File: src/rtl/ring_pkg.sv
// Shared definitions for the ring router input path: packet geometry,
// packet field positions, port encodings and the input buffer FSM states.
package ring_pkg;

   localparam int unsigned PACKET_SIZE = 49;

   // Packet field positions
   localparam int unsigned DEST_LSB   = 0;
   localparam int unsigned DEST_MSB   = 15;
   localparam int unsigned TS_LSB_BIT = 32;

   // Input port encodings carried on port_id
   localparam logic [1:0] PORT_LOCAL = 2'b00;
   localparam logic [1:0] PORT_EAST  = 2'b01;
   localparam logic [1:0] PORT_WEST  = 2'b10;

   // Credit handshake phases: INIT hands out the initial allotment,
   // RUN returns one credit per dequeue.
   typedef enum logic {
      ST_INIT = 1'b0,
      ST_RUN  = 1'b1
   } ibuf_state_e;

endpackage

File: src/rtl/ring_input_buffer_if.sv
// Handshake bundle between the upstream link, the input buffer and the
// route computation / switch stage. The slave modport is the buffer side.
interface ring_input_buffer_if #(
   parameter int unsigned PACKET_SIZE = ring_pkg::PACKET_SIZE
);

   logic                   in_valid;
   logic [PACKET_SIZE-1:0] in_data;
   logic                   in_credit;
   logic                   head_valid;
   logic [PACKET_SIZE-1:0] head_data;
   logic                   route_update_en;
   logic                   deq;

   modport master (
      output in_valid, in_data, deq,
      input  in_credit, head_valid, head_data, route_update_en
   );

   modport slave (
      input  in_valid, in_data, deq,
      output in_credit, head_valid, head_data, route_update_en
   );

endinterface

File: src/rtl/ring_fifo_mem.sv
// DEPTH x PACKET_SIZE register array with one synchronous write port and
// one asynchronous read port. Holds data only, so it carries no reset.
module ring_fifo_mem #(
   parameter int unsigned DEPTH       = 4,
   parameter int unsigned PACKET_SIZE = ring_pkg::PACKET_SIZE,
   parameter int unsigned AW          = $clog2(DEPTH)
) (
   input  logic                   clk,
   input  logic                   wr_en,
   input  logic [AW-1:0]          wr_addr,
   input  logic [PACKET_SIZE-1:0] wr_data,
   input  logic [AW-1:0]          rd_addr,
   output logic [PACKET_SIZE-1:0] rd_data
);

   logic [PACKET_SIZE-1:0] mem [DEPTH];

   // Write the incoming packet into its slot
   always_ff @(posedge clk) begin
      if (wr_en) begin
         mem[wr_addr] <= wr_data;
      end
   end

   assign rd_data = mem[rd_addr];

endmodule

File: src/rtl/ring_input_buffer.sv
// Per-port input buffer of the ring router. Credit-flow-controlled FIFO
// that presents its head packet to route computation together with a
// one-cycle route_update_en strobe per new head, and returns one credit
// upstream per dequeue after handing out the initial DEPTH credits.
// Optional build macro: RING_IBUF_OVF_CHECK_EN -- when defined, a write
// that arrives while full (and is not covered by a same-cycle dequeue)
// sets the sticky ovf_err flag; otherwise such writes are dropped silently.
module ring_input_buffer #(
   parameter int unsigned PACKET_SIZE = ring_pkg::PACKET_SIZE,
   parameter int unsigned DEPTH       = 4,
   parameter int unsigned IN_PORT     = 0
) (
   input  logic                      clk,
   input  logic                      rst_n,
   ring_input_buffer_if.slave        bus,
   output logic [$clog2(DEPTH):0]    count,
   output logic [1:0]                port_id,
   output logic                      ovf_err
);

   import ring_pkg::*;

   localparam int unsigned AW = $clog2(DEPTH);
   localparam int unsigned PW = AW + 1;

   ibuf_state_e            state_q, state_d;
   logic [PW-1:0]          credit_cnt_q, credit_cnt_d;
   logic                   in_credit_q, in_credit_d;
   logic [PW-1:0]          wr_ptr_q, rd_ptr_q;
   logic                   head_new_q;
   logic                   empty, full;
   logic                   enq, deq_acc;
   logic [PW-1:0]          count_next;
   logic [PACKET_SIZE-1:0] rd_data;

   assign empty   = (wr_ptr_q == rd_ptr_q);
   assign full    = (wr_ptr_q[AW-1:0] == rd_ptr_q[AW-1:0]) &&
                    (wr_ptr_q[AW] != rd_ptr_q[AW]);
   // A dequeue on an empty FIFO is ignored; a write into a full FIFO is
   // only possible when the head leaves in the same cycle.
   assign deq_acc = bus.deq && !empty;
   assign enq     = bus.in_valid && (!full || deq_acc);

   assign count      = wr_ptr_q - rd_ptr_q;
   assign count_next = count + PW'(enq) - PW'(deq_acc);

   ring_fifo_mem #(
      .DEPTH       (DEPTH),
      .PACKET_SIZE (PACKET_SIZE),
      .AW          (AW)
   ) u_mem (
      .clk     (clk),
      .wr_en   (enq),
      .wr_addr (wr_ptr_q[AW-1:0]),
      .wr_data (bus.in_data),
      .rd_addr (rd_ptr_q[AW-1:0]),
      .rd_data (rd_data)
   );

   // FSM state register together with the credit counter and credit pulse
   always_ff @(posedge clk) begin
      if (!rst_n) begin
         state_q      <= ST_INIT;
         credit_cnt_q <= '0;
         in_credit_q  <= 1'b0;
      end else begin
         state_q      <= state_d;
         credit_cnt_q <= credit_cnt_d;
         in_credit_q  <= in_credit_d;
      end
   end

   // Leave INIT once the DEPTH-th initial credit is being issued
   always_comb begin
      state_d = state_q;
      case (state_q)
         ST_INIT: if (credit_cnt_q == PW'(DEPTH - 1)) state_d = ST_RUN;
         ST_RUN:  state_d = ST_RUN;
         default: state_d = ST_INIT;
      endcase
   end

   // Credit pulse for the next cycle: every cycle in INIT, per dequeue in RUN
   always_comb begin
      in_credit_d  = 1'b0;
      credit_cnt_d = credit_cnt_q;
      case (state_q)
         ST_INIT: begin
            in_credit_d  = 1'b1;
            credit_cnt_d = credit_cnt_q + 1'b1;
         end
         ST_RUN:  in_credit_d = deq_acc;
         default: in_credit_d = 1'b0;
      endcase
   end

   // FIFO pointers and the new-head marker behind route_update_en
   always_ff @(posedge clk) begin
      if (!rst_n) begin
         wr_ptr_q   <= '0;
         rd_ptr_q   <= '0;
         head_new_q <= 1'b0;
      end else begin
         if (enq)     wr_ptr_q <= wr_ptr_q + 1'b1;
         if (deq_acc) rd_ptr_q <= rd_ptr_q + 1'b1;
         head_new_q <= (empty && enq) || (deq_acc && (count_next != '0));
      end
   end

`ifdef RING_IBUF_OVF_CHECK_EN
   logic ovf_q;

   // Sticky flag for a write dropped because the FIFO was full
   always_ff @(posedge clk) begin
      if (!rst_n) begin
         ovf_q <= 1'b0;
      end else if (bus.in_valid && full && !deq_acc) begin
         ovf_q <= 1'b1;
      end
   end

   assign ovf_err = ovf_q;
`else
   assign ovf_err = 1'b0;
`endif

   assign bus.in_credit       = in_credit_q;
   assign bus.head_valid      = !empty;
   // Stale storage is masked so the head bus reads zero while empty
   assign bus.head_data       = empty ? '0 : rd_data;
   assign bus.route_update_en = !empty && head_new_q;
   assign port_id             = 2'(IN_PORT);

endmodule
File: src/flat_wrapper.sv
// flat-port wrapper written by rule: the top's interface ports become plain ports
module ring_input_buffer_flat import ring_pkg::*;
#(
   parameter int unsigned PACKET_SIZE = ring_pkg::PACKET_SIZE,
   parameter int unsigned DEPTH       = 4,
   parameter int unsigned IN_PORT     = 0
)
  (clk, rst_n, count, port_id, ovf_err, bus_in_valid, bus_in_data, bus_deq, bus_in_credit, bus_head_valid, bus_head_data, bus_route_update_en);
  ring_input_buffer_if #(.PACKET_SIZE(PACKET_SIZE)) bus_i ();
  input  logic clk;
  input  logic rst_n;
  output logic [$clog2(DEPTH):0] count;
  output logic [1:0] port_id;
  output logic ovf_err;
  input wire logic [$bits(bus_i.in_valid)-1:0] bus_in_valid;
  input wire logic [$bits(bus_i.in_data)-1:0] bus_in_data;
  input wire logic [$bits(bus_i.deq)-1:0] bus_deq;
  output wire logic [$bits(bus_i.in_credit)-1:0] bus_in_credit;
  output wire logic [$bits(bus_i.head_valid)-1:0] bus_head_valid;
  output wire logic [$bits(bus_i.head_data)-1:0] bus_head_data;
  output wire logic [$bits(bus_i.route_update_en)-1:0] bus_route_update_en;
  assign bus_i.in_valid = bus_in_valid;
  assign bus_i.in_data = bus_in_data;
  assign bus_i.deq = bus_deq;
  assign bus_in_credit = bus_i.in_credit;
  assign bus_head_valid = bus_i.head_valid;
  assign bus_head_data = bus_i.head_data;
  assign bus_route_update_en = bus_i.route_update_en;
  ring_input_buffer #(.PACKET_SIZE(PACKET_SIZE), .DEPTH(DEPTH), .IN_PORT(IN_PORT)) u_core (.clk(clk), .rst_n(rst_n), .bus(bus_i), .count(count), .port_id(port_id), .ovf_err(ovf_err));
endmodule
File: config.mk
export PLATFORM = sky130hd
export DESIGN_NAME = ring_input_buffer_flat
export DESIGN_NICKNAME = d
export VERILOG_FILES = /design/src/rtl/ring_pkg.sv /design/src/rtl/ring_input_buffer_if.sv /design/src/rtl/ring_fifo_mem.sv /design/src/rtl/ring_input_buffer.sv /design/src/flat_wrapper.sv
export SDC_FILE = /design/constraint.sdc
export NUM_CORES = 1
export LEC_CHECK = 0
export CAP_MARGIN = 5
export CORE_AREA = 8 8 132 134
export DETAILED_ROUTE_END_ITERATION = 6
export DIE_AREA = 0 0 140 142
export PLACE_DENSITY_LB_ADDON = 0.3
export SETUP_SLACK_MARGIN = 0.3
export SLEW_MARGIN = 0
export SYNTH_ARGS = -nofsm -noshare
export SYNTH_HDL_FRONTEND = slang
export SYNTH_SLANG_ARGS = --single-unit
File: constraint.sdc
create_clock -name clk -period 4 [get_ports clk]
set_input_delay 0.6 -clock clk [delete_from_list [all_inputs] [get_ports clk]]
set_output_delay 0.6 -clock clk [all_outputs]
set_load 0.02 [all_outputs]
==> results of run 1 <==
-- cell usage after synthesis --
| cell | instances | area share [%] |
|---|---|---|
| nand2_1 | 3 | 0.14 |
| o31a_1 | 1 | 0.11 |
| nand3_1 | 3 | 0.18 |
| inv_1 | 8 | 0.37 |
| xnor2_1 | 3 | 0.32 |
| ha_1 | 10 | 1.5 |
| o311ai_2 | 1 | 0.20 |
| fa_1 | 2 | 0.49 |
| o32ai_1 | 1 | 0.11 |
| conb_1 | 1 | 0.046 |
| clkbuf_2 | 1 | 0.061 |
| buf_2 | 6 | 0.37 |
| o21ai_0 | 2 | 0.12 |
| buf_4 | 3 | 0.27 |
| a21oi_1 | 3 | 0.18 |
| nor2_1 | 12 | 0.55 |
| clkbuf_1 | 9 | 0.41 |
| nor3_2 | 1 | 0.12 |
| xnor3_1 | 1 | 0.27 |
| and2_1 | 53 | 4.0 |
| mux2i_1 | 2 | 0.24 |
| xor2_1 | 5 | 0.53 |
| o211ai_1 | 1 | 0.092 |
| edfxtp_1 | 196 | 72 |
| buf_6 | 2 | 0.27 |
| dfxtp_1 | 14 | 3.4 |
| mux4_2 | 49 | 13 |
| xnor2_2 | 1 | 0.20 |
-- registers in the layout, summed over array words and instances, names as in the netlist, named ones only --
register              flops
u_core.bus.in_credit      1
u_core.credit_cnt_q       3
u_core.head_new_q         1
u_core.rd_ptr_q           3
u_core.state_q            1
u_core.u_mem.mem        196
u_core.wr_ptr_q           3
-- power breakdown --
part           internal, µW  switching, µW
Clock                  1090            772
Combinational           778            726
Sequential             2530           88.4
-- final cells by class --
class                      instances  share of cell area, %
tap                              192                  2.356
clock buffer                      22                  5.190
inverter                           8                 0.2944
sequential                       210                  60.51
clock inverter                    13                  1.227
timing repair buffer             115                  11.83
multi-input combinational        157                  18.60
-- kinds of logic after synthesis --
logic type | synth area share [%]
buffers and inverters | 1.757
AOI/OAI and AO/OA | 0.8097
and+or+nand+nor | 5.041
other | 0.04579
muxes | 13.72
adders and majority gates | 2.017
DFF | 75.28
xor gates and xnor gates | 1.329
-- worst max-delay path by stage --
stage	from	end	cells past startpoint
6_report	u_core.wr_ptr_q[0]	bus_head_data[34]	6
5_1_grt	u_core.wr_ptr_q[0]	bus_head_data[35]	6
4_1_cts	u_core.wr_ptr_q[0]	bus_head_data[35]	6
3_5_place_dp	u_core.wr_ptr_q[0]	bus_head_data[35]	6
3_3_place_gp	bus_deq	u_core.head_new_q	8
2_1_floorplan	u_core.wr_ptr_q[0]	u_core.u_mem.mem[0][0]	5
-- per-stage QoR --
| step | cells | power [µW] | cell area [µm²] | util, % |
|---|---|---|---|---|
| finish | 717 | 5985 | 10200 | 66.12 |
| global route | 717 | 6248 | 10200 | 66.12 |
| CTS | 717 | 6072 | 10200 | 66.12 |
| detailed placement | 682 | 4194 | 9544 | 61.88 |
| global placement | 682 | 4174 | 9544 | 61.88 |
| floorplan | 396 | 3539 | 8198 | - |
-- per-layer routing --
metal  up-vias  global-route usage, %  part of all wire, %
li1       1783                      -                    -
met1      2044                  20.11                   44
met2       114                  26.97                   50
met3        15                  3.858                  5.1
met4         0                  3.886                  1.3
met5         -                      0                    0
-- critical path, delay by kind of cell (launching register included) --
family / cells / cell delay, ps
and+or+nand+nor: 2 / 450
buffers and inverters: 3 / 1140
adders and majority gates: 1 / 360
DFF: 1 / 400
==> metrics.md, run 1 <==
| Metric | Value |
|---|---|
| Outcome | `finished, final reports clean` |
| Wirelength, routed | `15380 µm` |
| Pre-CTS WS | `999.5 ps` |
| Clock sinks | `210` |
| DRT Pass-1 Iters | `4` |
| DR vias/cell | `5.517` |
| Initial core utilization | `53.10%` |
| Hold WS | `508.4 ps` |
| Worst Hold Path Cells | `2` |
| Fmax | `289.8 MHz` |
| Warning count from the yosys run | `0` |
| Global-route wire length before repair | `roughly 24000 µm` |
| Setup_tns | `0 ps` |
| Area of the multi-input gates | `0.001897 mm²` |
| Fin crit share | `86.27%` |
| Max-Cap Viols | `0` |
| Minimum clock period after layout | `3451 ps` |
| Clock-pin slew on the worst setup and hold paths | `about 70 ps` |
| Mean routed wirelength per cell | `about 21 µm` |
| Placer Congestion | `0.8023` |
| Reg2Reg Depth | `11` |
| Worst Max-Slew Pin Slew | `745.6 ps` |
| Final ANT Viol Nets | `0` |
| Crit path DAT | `about 2900 ps` |
| RSZ-0062 raised after global routing | `no` |
| Critical Path RT | `between 3000 and 4000 ps` |
| Slowest-stage cell, CP | `clkdlybuf4s50_1` |
| Worst r2r src | `u_core.wr_ptr_q[0]` |
| Register bit total from synthesis | `210` |
| Cts repair resizes | `0` |
| Cell area after synthesis | `0.008190 mm²` |
| Hold Path Class | `flip-flop to flip-flop` |
| Worst slew margin | `50.29%` |
| Vias in the first global route | `between 4000 and 5000` |
| Max incr delay on CP | `610 ps` |
| Max rail drop VDD | `0.3450 mV` |
| TritonCTS clock tree | `done` |
| Flop-to-flop setup slack | `~1200 ps` |
| Commonest non-fill, non-tap cell in the layout | `edfxtp_1` |
| Share of cells above drive strength 1 | `between 10% and 20%` |
| Core ar. | `between 0.015 and 0.02 mm²` |
| Clk_skew | `11.43 ps` |
| Worst-path fanout max | `41` |
| Leak | `0.003353 µW` |
| CTS buffer count | `21` |
| DIE HEIGHT | `142 µm` |
| All-Layer GR Usage | `15.81%` |
| H-tree levels | `1` |
| GRT overflow | `0` |
| FF/Latch Area | `0.006171 mm²` |
| Setup crit end kind | `output port` |
| CP Launch Type | `flip-flop` |
| Die width | `between 100 and 150 µm` |
| Pwr dens | `~590 mW/mm²` |
| Sequential fraction of the synthesis area | `roughly 75%` |
| Hold Vio Cnt, Final | `0` |
| DIE AREA | `about 0.02 mm²` |
| CTS Hold Bufs | `0` |
| Routed via count | `3956` |
| CTS Root Cell | `clkbuf_16` |
| Netlist cell types | `28` |
| Final setup viols | `0` |
| WS Path Type | `flip-flop to output port` |
| # rows | `46` |
| Io pins | `between 100 and 150` |
| Hold wc startpoint | `u_core.credit_cnt_q[2]` |
| Hold Crit Endpoint | `u_core.credit_cnt_q[2]` |
| Syn avg cell area | `20.79 µm²` |
| Final WS setup | `~550 ps` |
| Pins Over Slew Limit | `0` |
| Fill cells | `1037` |
| Post-Synthesis Cells | `394` |
| Clock Latency Late Sink | `480 ps` |
| Pin count of the biggest net entering global routing | `42` |
| Critical path, cell by cell | `inv_1 > ha_1 > nand3_2 > buf_4 > and2_1 > clkdlybuf4s50_1` |
| Post-CTS Setup Bufs | `0` |
| Port buffer count | `107` |
| Initial antenna violation count | `0` |
| Reg2reg end | `u_core.head_new_q` |
| HPWL after DPL | `around 9500 µm` |
| Area grow syn2layout | `24.52%` |
| Starting DRT DRC Count | `between 200 and 250` |
| Nets@finish | `578` |
| Antenna diodes | `0` |
| Most frequent cells in the layout | `196 x edfxtp_1, 107 x clkdlybuf4s50_1, 50 x and2_1, 49 x mux4_2, 21 x clkbuf_16` |
| DRC | `0` |
| Clk buf depth | `3` |
(Power assumes the default switching activity.)
==> run 2: changes to the inputs <==
- CORE_AREA: 8 8 132 134 -> 10 10 134 136
- DIE_AREA: 0 0 140 142 -> 0 0 144 146
==> run 2 against run 1 <==
- clock skew is 0.73 ps lower
- register-to-register slack worse by 70 ps
- sequential share of layout area is 0.16 points lower
- setup slack worse by 12 ps
- first-iteration DRC count is 8.8% higher
- worst hold slack worse by 5.6 ps
- critical path type unchanged
- critical endpoint is now bus_head_data[36]
- largest power group unchanged
==> metrics.md, run 2 (synthesized netlist as in run 1, its figures left out) <==
| Metric | Value |
|---|---|
| Outcome | `finished, final reports clean (unchanged)` |
| Critical Path RT | `3400 ps (about the same)` |
| Pin count of the biggest net entering global routing | `41 (was 42)` |
| # rows | `46 (unchanged)` |
| DRC | `0 (unchanged)` |
| Pwr dens | `590.0 mW/mm² (was 586.9 mW/mm²)` |
| Die width | `144 µm (was 140 µm)` |
| Io pins | `111 (unchanged)` |
| Share of cells above drive strength 1 | `18.15% (was 18.67%)` |
| Worst-path fanout max | `30 (was 41)` |
| Met1 Usage GRT | `19.96% (was 20.11%)` |
| Minimum clock period after layout | `3462 ps (was 3451 ps)` |
| GR Layer Usage met3 | `5.026% (was 3.858%)` |
| Worst slew margin | `52.37% (was 50.29%)` |
| Initial core utilization | `52.90% (was 53.10%)` |
| Max rail drop VDD | `0.3674 mV (was 0.3450 mV)` |
| Post-CTS Setup Bufs | `0 (unchanged)` |
| RSZ-0062 raised after global routing | `no (unchanged)` |
| Antenna diodes | `0 (unchanged)` |
| Hold Vio Cnt, Final | `0 (unchanged)` |
| Tot Pwr | `6033 µW (was 5985 µW)` |
| Clock Latency Late Sink | `490 ps (was 480 ps)` |
| Max-Cap Viols | `0 (unchanged)` |
| Core ar. | `0.01548 mm² (was 0.01542 mm²)` |
| Initial antenna violation count | `2 (was 0)` |
| Nets@finish | `579 (was 578)` |
| DRT Pass-1 Iters | `4 (unchanged)` |
| Clock sinks | `210 (unchanged)` |
| Worst Max-Slew Pin Slew | `714.5 ps (was 745.6 ps)` |
| Mean routed wirelength per cell | `21.97 µm (was 21.45 µm)` |
| Routed via count | `3974 (was 3956)` |
| HPWL after DPL | `9808 µm (was 9526 µm)` |
| Max reg flops | `196 (unchanged)` |
| Most frequent cells in the layout | `196 x edfxtp_1, 107 x clkdlybuf4s50_1, 50 x and2_1, 49 x mux4_2, 23 x clkbuf_16 (was 196 x edfxtp_1, 107 x clkdlybuf4s50_1, 50 x and2_1, 49 x mux4_2, 21 x clkbuf_16)` |
| Reg with most FFs | `u_core.u_mem.mem (unchanged)` |
| DR vias/cell | `5.512 (was 5.517)` |
| Leak | `0.003356 µW (was 0.003353 µW)` |
| CTS Root Cell | `clkbuf_16 (unchanged)` |
| Fin crit share | `86.56% (was 86.27%)` |
| Clk buf depth | `3 (unchanged)` |
| Starting DRT DRC Count | `259 (was 238)` |
| Crit path DAT | `2860 ps (was 2850 ps)` |
| Area grow syn2layout | `24.84% (was 24.52%)` |
| GR peak layer | `met2 (unchanged)` |
| Post-Layout Inst Area | `0.01022 mm² (was 0.01020 mm²)` |
| Setup_tns | `0 ps (unchanged)` |
| DIE AREA | `0.02102 mm² (was 0.01988 mm²)` |
| Final ANT Viol Nets | `0 (unchanged)` |
| Fill cells | `1019 (was 1037)` |
| TritonCTS clock tree | `done (unchanged)` |
| WS Path Type | `flip-flop to output port (unchanged)` |
| DIE HEIGHT | `146 µm (was 142 µm)` |
| GR Util met2 | `24.41% (was 26.97%)` |
| Hold Path Class | `flip-flop to flip-flop (unchanged)` |
| CP Launch Type | `flip-flop (unchanged)` |
| Final Util | `66.04% (was 66.12%)` |
| Commonest non-fill, non-tap cell in the layout | `edfxtp_1 (unchanged)` |
| GRT overflow | `0 (unchanged)` |
| All-Layer GR Usage | `15.27% (was 15.81%)` |
| Final setup viols | `0 (unchanged)` |
| Setup crit end kind | `output port (unchanged)` |
| Fmax | `288.8 MHz (was 289.8 MHz)` |
| Vias in the first global route | `4468 (was 4354)` |
| Global-route wire length before repair | `25190 µm (was 24250 µm)` |
| Placer Congestion | `0.7567 (was 0.8023)` |
| Clock-pin slew on the worst setup and hold paths | `60 ps (was 70 ps)` |
| Wirelength, routed | `15840 µm (was 15380 µm)` |
| CTS buffer count | `22 (was 21)` |
| Pins Over Slew Limit | `0 (unchanged)` |
| Port buffer count | `107 (unchanged)` |
| Post-Place Cell Area | `0.009544 mm² (unchanged)` |
| H-tree levels | `1 (unchanged)` |
| Hold WS | `502.8 ps (was 508.4 ps)` |
| Clk_skew | `10.71 ps (was 11.43 ps)` |
run 2: changes by cell type in the layout (fill, tap and decap cells not counted), sizes merged:
| cell | before | now |
|---|---|---|
| bufinv | 2 | 1 |
| clkbuf | 22 | 28 |
| clkinv | 9 | 8 |
| clkinvlp | 1 | 2 |
| inv | 9 | 8 |
run 2: cell type report:
cell class              count  area (µm²)  share of cell area (%)
inverters                   8       30.03                  0.2937
clock buffers              28       594.3                   5.813
flip-flops and latches    210        6171                   60.35
repair buffers            115        1206                   11.80
multi-input cells         157        1904                   18.62
well taps                 192       240.2                   2.349
clock inverters            11       78.83                  0.7709
run 2: worst paths after layout:
check,from,endpoint,slack (ps),cells past startpoint
max,u_core.wr_ptr_q[0],bus_head_data[36],540,6
min,u_core.credit_cnt_q[2],u_core.credit_cnt_q[2],500,2
max reg2reg,u_core.wr_ptr_q[0],u_core.head_new_q,1110,11
min reg2reg,u_core.credit_cnt_q[2],u_core.credit_cnt_q[2],500,2
run 2: power breakdown:
group | switching, µW | internal [µW]
clock | 777 | 1110
combinational | 755 | 780
sequential | 78.5 | 2530
total | 1610 | 4420
run 2: layer usage:
layer	up-vias	wire (µm)	part of all wire, %
met5	-	18	0.11
met4	4	112	0.71
met3	16	1477	9.3
met2	148	7643	48
met1	2018	6587	42
li1	1788	-	-
run 2: timing repair:
item | 4_1_cts | 5_1_grt
hold buffers | 0 | 0
setup endpoints to repair | 0 | 29
gates resized for setup | 0 | 1
run 2: metrics by stage:
stage / setup WS (ps) / std cells
global placement: 956.3 / 682
floorplan: 1210 / 396
global route: 379.4 / 721
CTS: 379.2 / 721
detailed placement: 885.9 / 682
finish: 537.6 / 721
run 2: worst max-delay path: stages, from the launching register on:
cell	delay (ps)
dfxtp_1	410
inv_1	120
ha_1	390
nand3_4	270
buf_4	360
and2_1	190
clkdlybuf4s50_1	620
